### config.mk
export PLATFORM = sky130hd
export DESIGN_NAME = branch_predict_unit
export DESIGN_NICKNAME = d
export VERILOG_FILES = /design/src/rtl/branch_predict_unit.sv
export SDC_FILE = /design/constraint.sdc
export NUM_CORES = 1
export LEC_CHECK = 0
export BUFFER_PORTS_ARGS = -buffer_cell sky130_fd_sc_hd__buf_2
export CORE_MARGIN = 2
export CORE_UTILIZATION = 59
export CTS_CLUSTER_DIAMETER = 30
export DETAILED_ROUTE_END_ITERATION = 10
export PLACE_DENSITY = 0.81
export SYNTH_ARGS = -nofsm -noshare
export SYNTH_HDL_FRONTEND = slang
export SYNTH_SLANG_ARGS = --single-unit
### constraint.sdc
create_clock -name clk -period 2.73 [get_ports clk]
set_clock_uncertainty 0.2 [all_clocks]
set_input_delay 0.273 -clock clk [delete_from_list [all_inputs] [get_ports clk]]
set_output_delay 0.273 -clock clk [all_outputs]
set_load 0.01 [all_outputs]
### src/rtl/branch_predict_unit.sv
// rtl/branch_predict_unit.sv - RV32I branch resolver with 2-bit saturating BHT predictor
module branch_predict_unit #(
  parameter int          N        = 32,
  parameter int          IDX_W    = 6,
  parameter int          CNT_W    = 16,
  parameter logic [1:0]  INIT_CTR = 2'b01
) (
  input  logic             clk,
  input  logic             rst_n,
  input  logic             lk_valid,
  input  logic [N-1:0]     lk_pc,
  output logic             pred_valid,
  output logic             pred_taken,
  input  logic             res_valid,
  input  logic [N-1:0]     res_pc,
  input  logic [2:0]       res_funct3,
  input  logic             res_pred_taken,
  input  logic             z_flag,
  input  logic             s_flag,
  input  logic             v_flag,
  input  logic             c_flag,
  output logic             res_out_valid,
  output logic             branch_taken,
  output logic             mispredict,
  output logic             illegal_br,
  output logic [CNT_W-1:0] mispredict_count
);

  localparam int DEPTH = 1 << IDX_W;

  logic [1:0]       r_bht [DEPTH];
  logic             r_pred_valid;
  logic             r_pred_taken;
  logic             r_res_out_valid;
  logic             r_branch_taken;
  logic             r_mispredict;
  logic             r_illegal_br;
  logic [CNT_W-1:0] r_mis_cnt;

  logic [IDX_W-1:0] w_lk_idx;
  logic [IDX_W-1:0] w_res_idx;
  logic             w_actual;
  logic             w_illegal;
  logic             w_mispredict;
  logic [1:0]       w_ctr_next;
  logic             w_unused_pc_bits;

  // Word-aligned index; upper PC bits alias onto the same entries.
  assign w_lk_idx  = lk_pc[IDX_W+1:2];
  assign w_res_idx = res_pc[IDX_W+1:2];
  assign w_unused_pc_bits = ^{lk_pc[N-1:IDX_W+2], lk_pc[1:0], res_pc[N-1:IDX_W+2], res_pc[1:0]};

  // Branch condition decode from rs1-rs2 flags; reserved funct3 never taken.
  always_comb begin
    w_actual  = 1'b0;
    w_illegal = 1'b0;
    case (res_funct3)
      3'b000:  w_actual = z_flag;
      3'b001:  w_actual = ~z_flag;
      3'b100:  w_actual = s_flag ^ v_flag;
      3'b101:  w_actual = ~(s_flag ^ v_flag);
      3'b110:  w_actual = ~c_flag;
      3'b111:  w_actual = c_flag;
      default: w_illegal = 1'b1;
    endcase
  end

  assign w_mispredict = ~w_illegal & (w_actual != res_pred_taken);

  // Saturating 2-bit counter step for the resolving entry.
  always_comb begin
    w_ctr_next = r_bht[w_res_idx];
    if (w_actual) begin
      if (r_bht[w_res_idx] != 2'b11) w_ctr_next = r_bht[w_res_idx] + 2'b01;
    end else begin
      if (r_bht[w_res_idx] != 2'b00) w_ctr_next = r_bht[w_res_idx] - 2'b01;
    end
  end

  // BHT storage: lookup reads the pre-update value, so no write-to-read bypass.
  always_ff @(posedge clk or negedge rst_n) begin
    if (!rst_n) begin
      for (int i = 0; i < DEPTH; i++) r_bht[i] <= INIT_CTR;
    end else if (res_valid && !w_illegal) begin
      r_bht[w_res_idx] <= w_ctr_next;
    end
  end

  // Fetch-side prediction register.
  always_ff @(posedge clk or negedge rst_n) begin
    if (!rst_n) begin
      r_pred_valid <= 1'b0;
      r_pred_taken <= 1'b0;
    end else begin
      r_pred_valid <= lk_valid;
      r_pred_taken <= lk_valid & r_bht[w_lk_idx][1];
    end
  end

  // Execute-side resolution registers; cleared when no branch is resolving.
  always_ff @(posedge clk or negedge rst_n) begin
    if (!rst_n) begin
      r_res_out_valid <= 1'b0;
      r_branch_taken  <= 1'b0;
      r_mispredict    <= 1'b0;
      r_illegal_br    <= 1'b0;
    end else begin
      r_res_out_valid <= res_valid;
      r_branch_taken  <= res_valid & w_actual;
      r_mispredict    <= res_valid & w_mispredict;
      r_illegal_br    <= res_valid & w_illegal;
    end
  end

  // Mispredict counter sticks at all-ones instead of wrapping.
  always_ff @(posedge clk or negedge rst_n) begin
    if (!rst_n) begin
      r_mis_cnt <= '0;
    end else if (res_valid && w_mispredict && (r_mis_cnt != {CNT_W{1'b1}})) begin
      r_mis_cnt <= r_mis_cnt + 1'b1;
    end
  end

  assign pred_valid       = r_pred_valid;
  assign pred_taken       = r_pred_taken;
  assign res_out_valid    = r_res_out_valid;
  assign branch_taken     = r_branch_taken;
  assign mispredict       = r_mispredict;
  assign illegal_br       = r_illegal_br;
  assign mispredict_count = r_mis_cnt;

endmodule

==> run_results.csv, run 1 <==
group,metric,value,unit
placement,placed_cells,994,
floorplanning,rows,42,
timing,period_needed,2.718,ns
cells_and_area,diodes,0,
synth,synth.cell_area,8045,sq um
timing,fmax,368.0,MHz
clocking,htree_levels,4,
cells_and_area,nFillCells,897,
cells_and_area,nNetsFinal,929,
flow_run,cap_violations,0,
timing,slew_violations,0,
route,drtIter0Drc,693,
floorplanning,ios,98,
synth,synth_xor_area_frac,0.02068,
cells_and_area,syn_to_final_growth,18.91,%
synth,ys.flop_type,"dfrtp_1",
placement,post-place-ws,-0.4152,ns
synth,synth-edff-count,0,
cells_and_area,drive_gt1_frac,0.3977,
cells_and_area,design_area,9567,sq um
clocking,cts.sinks,150,
synth,yosysUniqueCellTypes,61,
route,vias,6522,
global_routing,track_usage,0.3014,
global_routing,grt_max_degree,71,
critical_path,cp_max_fo,8,
synth,netlist_top_cells_area,"dfrtp_1 (27%), dfstp_2 (21%), nor2_1 (9.5%), mux4_2 (8.7%), a21oi_2 (8.3%)",
placement,gp_congestion,0.9400,
synth,synth.area.mux_share,0.1278,
global_routing,grt_first_pass_wirelength,33470,um
synth,synth_cells,746,
timing,relSlewSlack,0.5667,
timing,finalSetupTns,0,ns
route,drc_errors,0,
pwr,p_leak,0.003971,uW
global_routing,grt_pass1_vias,6542,
synth,synth_compound_area_frac,0.1605,
timing,hold_viol,0,
timing,period_share,0.9954,
critical_path,required,2.88,ns
synth,ys_seq_area_frac,0.4765,
synth,synth-simple-area-share,0.1523,
clocking,cts-root-buf,"clkbuf_16",
placement,placed_cell_area,8683,sq um
synth,avgSynthCellArea,10.78,sq um
synth,synthAdderAreaFrac,0.004355,
clocking,numCtsBuffers,17,
global_routing,grt_antenna_before_repair,0,
route,antenna_left,0,
pwr,ir_worst_vdd,508.8,uV
critical_path,critPathKind,"flip-flop to flip-flop",
synth,synth_nets,823,
route,wl_per_cell,20.98,um
outcome,status,"finished, final reports clean",
timing,tightest_slew,0.6484,ns
timing,rsz0062_at_grt,"yes",
clocking,insertion_delay,0.43,ns
floorplanning,start_util,0.6051,
synth,ys_ff_latch,150,
synth,async_flop_share,1.000,
cells_and_area,finalNonFillerCells,1041,
timing,setup_viol,0,
global_routing,grt.overflow.total,0,
clocking,clk_pin_slew,0.06,ns
synth,synth_top_family_by_area,"compound AO/OA/AOI/OAI gates",
timing,fin_ws,0.01249,ns
placement,dp_hpwl,14240,um
floorplanning,core,13300,sq um
synth,yosysWarnings,0,
critical_path,critPathLaunchType,"flip-flop",
floorplanning,dieArea,14590,sq um
floorplanning,die_h,120.8,um
pwr,finalPower,7062,uW
placement,portBuffers,45,
critical_path,arrival,2.87,ns
worst_hold_path,hold_path.class,"input pin to flip-flop",
route,routed_wl,21840,um
critical_path,end_kind,"flip-flop",
route,vias_per_cell,6.265,
clocking,cts_max_path_buffers,2,
synth,yosysTopAreaCell,"dfrtp_1",
clocking,cts_tree,"done",
synth,synth_top_area_share,0.2675,
floorplanning,die_x,120.8,um
pwr,power_density,738.1,nW/um^2
route,dr.pass1.iters,6,
-- synth_stat cells (all sizes together) (6+ instances only) --
| cell | instances |
|---|---|
| nor2 | 205 |
| mux2i | 27 |
| buf | 34 |
| dfrtp | 86 |
| dfstp | 64 |
| nand2 | 21 |
| a22oi | 10 |
| a221oi | 6 |
| clkbuf | 9 |
| nor3 | 10 |
| nand3 | 10 |
| a21oi | 130 |
| xor2 | 14 |
| mux4 | 31 |
| inv | 9 |
| nor4 | 7 |
-- per-stage QoR --
step	utilization	hold slack, ns
2_1_floorplan	-	-0.2226
3_3_place_gp	0.6531	0.05164
3_5_place_dp	0.6531	0.05770
4_1_cts	0.7009	0.06474
5_1_grt	0.7196	0.09425
6_report	0.7196	0.07030
-- critical path, stage by stage (launching register included) --
cell and delay [ns]:
dfstp_2 0.54, mux2i_1 0.07, mux4_2 0.48, o21a_1 0.15, o22a_1 0.24, and4_4 0.20, maj3_2 0.34, buf_6 0.14
buf_12 0.14, a21oi_4 0.15
-- final timing paths --
kind / startpoint / end / slack [ns] / cells after the start
min reg2reg: mispredict_count[12] / mispredict_count[12] / 0.29 / 1
max in group asynchronous: rst_n / r_bht[78] / 1.39 / 3
min: lk_pc[7] / pred_taken / 0.07 / 3
min in group asynchronous: rst_n / r_bht[123] / 0.16 / 2
max: r_bht[74] / r_bht[57] / 0.01 / 9
max reg2reg: r_bht[74] / r_bht[57] / 0.01 / 9
-- final cells by class --
type,count,area (sq um),share of cell area
timing repair buffer,129,1060,0.1108
inverter,9,36.28,0.003793
clock inverter,12,118.9,0.01242
clock buffer,20,456.7,0.04774
multi-input combinational,545,3841,0.4015
sequential,150,3834,0.4007
tap,176,220.2,0.02302
-- layout by cell type, fill, tap and decap left out, types with 21 or more instances in the layout --
| master | n |
|---|---|
| dfrtp_1 | 86 |
| mux4_2 | 31 |
| nor2_1 | 204 |
| buf_4 | 62 |
| mux2i_1 | 27 |
| a21oi_2 | 72 |
| a21oi_1 | 50 |
| dfstp_2 | 64 |
| buf_2 | 42 |
| nand2_1 | 21 |
-- state kept, by name (all words and copies together), names as in the netlist --
name,count
pred_valid,1
branch_taken,1
res_out_valid,1
illegal_br,1
mispredict,1
r_bht,128
pred_taken,1
mispredict_count,16
-- metal layers --
metal / vias to the layer above / track usage / share of wire / wire, um
met2: 384 / 0.4788 / 0.48 / 10520
met3: 89 / 0.07453 / 0.087 / 1899
met1: 3183 / 0.3885 / 0.39 / 8489
met4: 0 / 0.1468 / 0.042 / 928
met5: - / 0 / 0 / 0
li1: 2866 / - / - / -
-- report_power, final --
group,switching (uW),total (uW),internal (uW)
logic,894,1690,795
clock network,966,2280,1320
registers,336,3090,2750
total,2200,7060,4870
-- timing repair --
action                                 4_1_cts  5_1_grt
setup endpoints to repair                    0      127
setup buffers                                0        4
gates resized for setup                      0       24
hold buffers                                 6        0
endpoints found under the hold margin       60        0
-- cell families after synthesis --
| kind of cell | count (synthesis) |
|---|---|
| AND/OR/NAND/NOR | 283 |
| AO/OA/AOI/OAI | 176 |
| flip-flops | 150 |
| multiplexers | 63 |
| buffers and inverters | 52 |
| XOR/XNOR | 19 |
| adder cells (fa/ha/maj) | 3 |
Power figures use the tool's default switching activity.
==> run 2: changes to the inputs <==
Settings changed: SETUP_SLACK_MARGIN set to 0.02.
==> run_results.csv, run 2 (synthesis gave the netlist of run 1 again) <==
group,metric,value,unit
outcome,status,"finished, final reports clean",
route,routed_wl,21810,um
cells_and_area,drive_gt1_frac,0.3977,
global_routing,track_usage,0.3014,
cells_and_area,nNetsFinal,929,
critical_path,path_cells,"mux2i_1 -> mux4_2 -> o21a_1 -> o22a_1 -> and4_4 -> maj3_4 -> buf_6 -> a21oi_2",
timing,fmax,369.0,MHz
placement,placed_cell_area,8683,sq um
clocking,cts_max_path_buffers,2,
critical_path,end_kind,"flip-flop",
clocking,cts_tree,"done",
flow_run,cap_violations,0,
placement,gp_congestion,0.9400,
route,vias_per_cell,6.262,
timing,period_share,0.9927,
critical_path,critPathLaunchType,"flip-flop",
placement,placed_cells,994,
critical_path,cp_top_family,"multiplexers",
cells_and_area,syn_to_final_growth,18.91,%
route,antenna_left,0,
cells_and_area,largest_reg_flops,128,
global_routing,grt_first_pass_wirelength,33470,um
cells_and_area,finalNonFillerCells,1041,
cells_and_area,final_util,0.7196,
clocking,htree_levels,4,
cells_and_area,design_area,9567,sq um
critical_path,critical_path.max_stage_delay,0.54,ns
floorplanning,die_h,120.8,um
pwr,ir_worst_vdd,508.9,uV
floorplanning,start_util,0.6051,
pwr,power_density,738.0,nW/um^2
critical_path,cp_max_fo,8,
critical_path,critPathKind,"flip-flop to flip-flop",
floorplanning,ios,98,
cells_and_area,final_common_cell,"nor2_1",
cells_and_area,final_cell_mix,"nor2_1 (204), dfrtp_1 (86), a21oi_2 (71), dfstp_2 (64), buf_4 (62)",
timing,setup_viol,0,
clocking,cts-root-buf,"clkbuf_16",
floorplanning,rows,42,
floorplanning,dieArea,14590,sq um
timing,fin_ws,0.02004,ns
global_routing,grt.overflow.total,0,
clocking,numCtsBuffers,17,
clocking,cts.sinks,150,
floorplanning,core,13300,sq um
cells_and_area,top_register,"r_bht",
timing,slew_violations,0,
worst_hold_path,hold_path.class,"input pin to flip-flop",
timing,relSlewSlack,0.5583,
route,wl_per_cell,20.95,um
global_routing,grt_max_degree,71,
global_routing,grt_antenna_before_repair,0,
route,dr.pass1.iters,6,
timing,hold_viol,0,
critical_path,slowest_stage,"dfstp_2",
floorplanning,die_x,120.8,um
critical_path,required,2.89,ns
critical_path,arrival,2.87,ns
timing,period_needed,2.710,ns
global_routing,grt_pass1_vias,6542,
placement,portBuffers,45,
cells_and_area,diodes,0,
clocking,insertion_delay,0.43,ns
route,vias,6519,
timing,rsz0062_at_grt,"yes",
route,drtIter0Drc,705,
placement,post-place-ws,-0.4152,ns
placement,dp_hpwl,14240,um
timing,finalSetupTns,0,ns
pwr,p_leak,0.003969,uW
timing,tightest_slew,0.6625,ns
clocking,clk_pin_slew,0.06,ns
critical_path,cp_num_buf_inv,1,
route,drc_errors,0,
## run 2: what timing repair did
action / 4_1_cts / 5_1_grt
hold endpoints to repair: 60 / 0
gates resized for setup: 0 / 23
buffers inserted: 0 / 4
hold buffers: 6 / 0
setup endpoints to repair: 0 / 128
## run 2: where the power goes
group          total, uW  switching [uW]  internal [uW]
Sequential          3090             333           2750
Combinational       1690             895            794
Clock               2290             970           1320
Total               7060            2200           4860
## run 2: layout make-up
| class | count | area (sq um) |
|---|---|---|
| multi-input combinational | 545 | 3849 |
| sequential | 150 | 3834 |
| fill | 901 | 3729 |
| timing repair buffer | 129 | 1052 |
| clock buffer | 20 | 456.7 |
| tap | 176 | 220.2 |
| clock inverter | 12 | 118.9 |
| inverter | 9 | 36.28 |
## run 2: worst reg2reg max path, delay by kind of cell, from the launching register on
family	cells	cell delay [ns]
buffers and inverters	1	0.19
adders and majority gates	1	0.43
DFF	1	0.54
and+or+nand+nor	1	0.20
muxes	2	0.55
AOI/OAI and AO/OA	3	0.53
## run 2: metrics by stage
step	hold slack, ns	total power (uW)
floorplan	-0.2226	4174
global placement	0.05164	4508
detailed placement	0.05770	4600
CTS	0.06474	6900
global route	0.09425	7349
finish	0.07193	7060
## run 2: worst paths after layout
| path | from | endpoint | slack (ns) | cells past startpoint |
|---|---|---|---|---|
| max reg2reg | r_bht[74] | r_bht[73] | 0.02 | 8 |
| max | r_bht[74] | r_bht[73] | 0.02 | 8 |
| min in group asynchronous | rst_n | r_bht[123] | 0.16 | 2 |
| min reg2reg | mispredict_count[12] | mispredict_count[12] | 0.29 | 1 |
| min | lk_pc[7] | pred_taken | 0.07 | 3 |
| max in group asynchronous | rst_n | r_bht[2] | 1.38 | 3 |
## run 2: layer usage
| layer | vias up | wire (um) | GRT usage | part of all wire |
|---|---|---|---|---|
| met5 | - | 0 | 0 | 0 |
| met2 | 374 | 10480 | 0.4788 | 0.48 |
| met1 | 3190 | 8494 | 0.3885 | 0.39 |
| met3 | 94 | 1831 | 0.07453 | 0.084 |
| li1 | 2861 | - | - | - |
| met4 | 0 | 1005 | 0.1468 | 0.046 |
==> run 3: changes to the inputs <==
Settings changed: CORE_MARGIN 2 to not set, GPL_TIMING_DRIVEN set to 0.
==> run_results.csv, run 3 (synthesis gave the netlist of run 1 again) <==
group,metric,value,unit
timing,fin_ws,-0.1048,ns
global_routing,grtUsageMet3,0.09266,
critical_path,cp_top_family,"multiplexers",
cells_and_area,nNetsFinal,905,
placement,dp_hpwl,14980,um
global_routing,grt_first_pass_wirelength,34720,um
cells_and_area,top_register,"r_bht",
floorplanning,dieArea,14110,sq um
cells_and_area,largest_reg_flops,128,
timing,finalSetupTns,-5.989,ns
cells_and_area,diodes,0,
route,dr.pass1.iters,5,
global_routing,grt_max_degree,89,
global_routing,grt.overflow.total,0,
cells_and_area,final_util,0.7424,
clocking,htree_levels,4,
global_routing,met1_usage,0.4316,
floorplanning,core,13300,sq um
pwr,p_leak,0.003945,uW
flow_run,cap_violations,0,
worst_hold_path,hold_path.class,"input pin to flip-flop",
critical_path,path_cells,"mux4_2 -> mux2i_4 -> o22ai_2 -> nor3_2 -> nand4_1 -> maj3_2 -> buf_12 -> clkbuf_16 -> a21oi_1",
cells_and_area,syn_to_final_growth,22.69,%
outcome,violations,"negative setup slack",
timing,relSlewSlack,0.5379,
pwr,ir_worst_vdd,695.6,uV
global_routing,busiest_layer,"met2",
cells_and_area,final_cell_mix,"nor2_1 (204), a21oi_2 (101), dfrtp_1 (86), dfstp_2 (64), buf_2 (47)",
critical_path,arrival,3.01,ns
route,drtIter0Drc,742,
clocking,cts_max_path_buffers,2,
critical_path,cp_num_buf_inv,2,
timing,fmax,352.8,MHz
placement,gp_congestion,0.9588,
clocking,cts-root-buf,"clkbuf_16",
route,vias_per_cell,6.576,
global_routing,grt_antenna_before_repair,0,
pwr,internal_power,5241,uW
pwr,clock_power_share,0.324,
global_routing,grtUsageMet2,0.5238,
floorplanning,die_h,118.8,um
floorplanning,ios,98,
clocking,clk_pin_slew,0.06,ns
critical_path,critPathLaunchType,"flip-flop",
timing,period_share,1.038,
timing,tightest_slew,0.6931,ns
floorplanning,die_x,118.8,um
outcome,status,"finished with violations",
timing,holdWs,0.04122,ns
timing,slew_violations,0,
route,wl_per_cell,24.06,um
clocking,insertion_delay,0.45,ns
cells_and_area,drive_gt1_frac,0.4174,
route,vias,6688,
pwr,power_density,769.4,nW/um^2
route,antenna_left,0,
critical_path,critical_path.max_stage_delay,0.51,ns
global_routing,grt_pass1_vias,6279,
route,routed_wl,24470,um
timing,period_needed,2.835,ns
clocking,numCtsBuffers,17,
critical_path,cp_max_fo,9,
floorplanning,start_util,0.6051,
timing,setup_viol,122,
timing,hold_viol,0,
clocking,cts.sinks,150,
cells_and_area,nFillCells,842,
route,drc_errors,0,
pwr,p_sw_frac,0.3099,
pwr,power_frac_comb,0.266,
critical_path,critPathKind,"flip-flop to flip-flop",
clocking,cts_tree,"done",
cells_and_area,final_common_cell,"nor2_1",
timing,rsz0062_at_grt,"yes",
pwr,p_switching,2353,uW
placement,portBuffers,41,
floorplanning,rows,42,
critical_path,slowest_stage,"mux4_2",
global_routing,track_usage,0.3338,
critical_path,required,2.90,ns
critical_path,end_kind,"flip-flop",
pwr,p_seq_frac,0.410,
[run 3: cell types whose count changed in the layout (fill, tap and decap cells not counted), sizes merged]
cell,change
clkinvlp,+4
clkinv,-3
bufinv,+2
inv,-4
buf,-41
clkbuf,+19
maj3,-1
[run 3: worst reg2reg max path: cells and delay by family (launching register included)]
| kind | cells | cell delay, ns |
|---|---|---|
| and+or+nand+nor | 2 | 0.43 |
| muxes | 2 | 0.70 |
| AOI/OAI and AO/OA | 2 | 0.27 |
| adders and majority gates | 1 | 0.41 |
| buffers and inverters | 2 | 0.37 |
| DFF | 1 | 0.37 |
[run 3: cell type report]
class | count | area, sq um | area share
clock buffers | 21 | 460.4 | 0.04665
multi-input cells | 544 | 4043 | 0.4096
well taps | 176 | 220.2 | 0.02231
inverters | 9 | 36.28 | 0.003676
repair buffers | 65 | 675.6 | 0.06845
clock inverters | 11 | 151.4 | 0.01534
plain buffers | 41 | 450.4 | 0.04563
flip-flops and latches | 150 | 3834 | 0.3884
[run 3: worst paths after layout]
check	start	endpoint	slack, ns	cells after the start
setup / recovery	r_bht[18]	r_bht[8]	-0.10	9
setup reg to reg	r_bht[18]	r_bht[8]	-0.10	9
max in group asynchronous	rst_n	r_bht[22]	1.28	3
min in group asynchronous	rst_n	r_bht[87]	0.17	2
hold / removal	lk_pc[7]	pred_taken	0.04	3
hold reg to reg	mispredict_count[15]	mispredict_count[15]	0.29	1
[run 3: per-stage QoR]
stage / setup WS (ns) / total power, uW / cell area [sq um] / std cells
2_1_floorplan: 0.03253 / 4174 / 8045 / 746
3_3_place_gp: -0.7481 / 4580 / 8471 / 963
3_5_place_dp: -0.4712 / 4686 / 8504 / 964
4_1_cts: 0.004565 / 7142 / 9196 / 1003
5_1_grt: -0.1415 / 7835 / 9871 / 1017
6_report: -0.1048 / 7594 / 9871 / 1017
[run 3: power groups by stage]
stage                     logic [uW]  clock network [uW]  registers [uW]
after floorplan                 1150                   0            3020
after global placement          1500                   0            3080
after detailed placement        1570                   0            3110
after CTS                       1600                2460            3080
after global routing            2140                2550            3140
final                           2020                2460            3110
[run 3: per-layer routing]
| metal | up-vias | wire length [um] |
|---|---|---|
| li1 | 2829 | - |
| met1 | 3343 | 9288 |
| met2 | 385 | 11730 |
| met3 | 131 | 2061 |
| met4 | 0 | 1389 |
| met5 | - | 0 |
[run 3: what timing repair did]
item | 4_1_cts | 5_1_grt
gates resized for setup | 3 | 68
pin swaps | 3 | 56
gates cloned | 0 | 14
buffers inserted | 1 | 2
endpoints found under the setup margin | 114 | 133
hold buffers | 6 | 0
endpoints found under the hold margin | 52 | 0
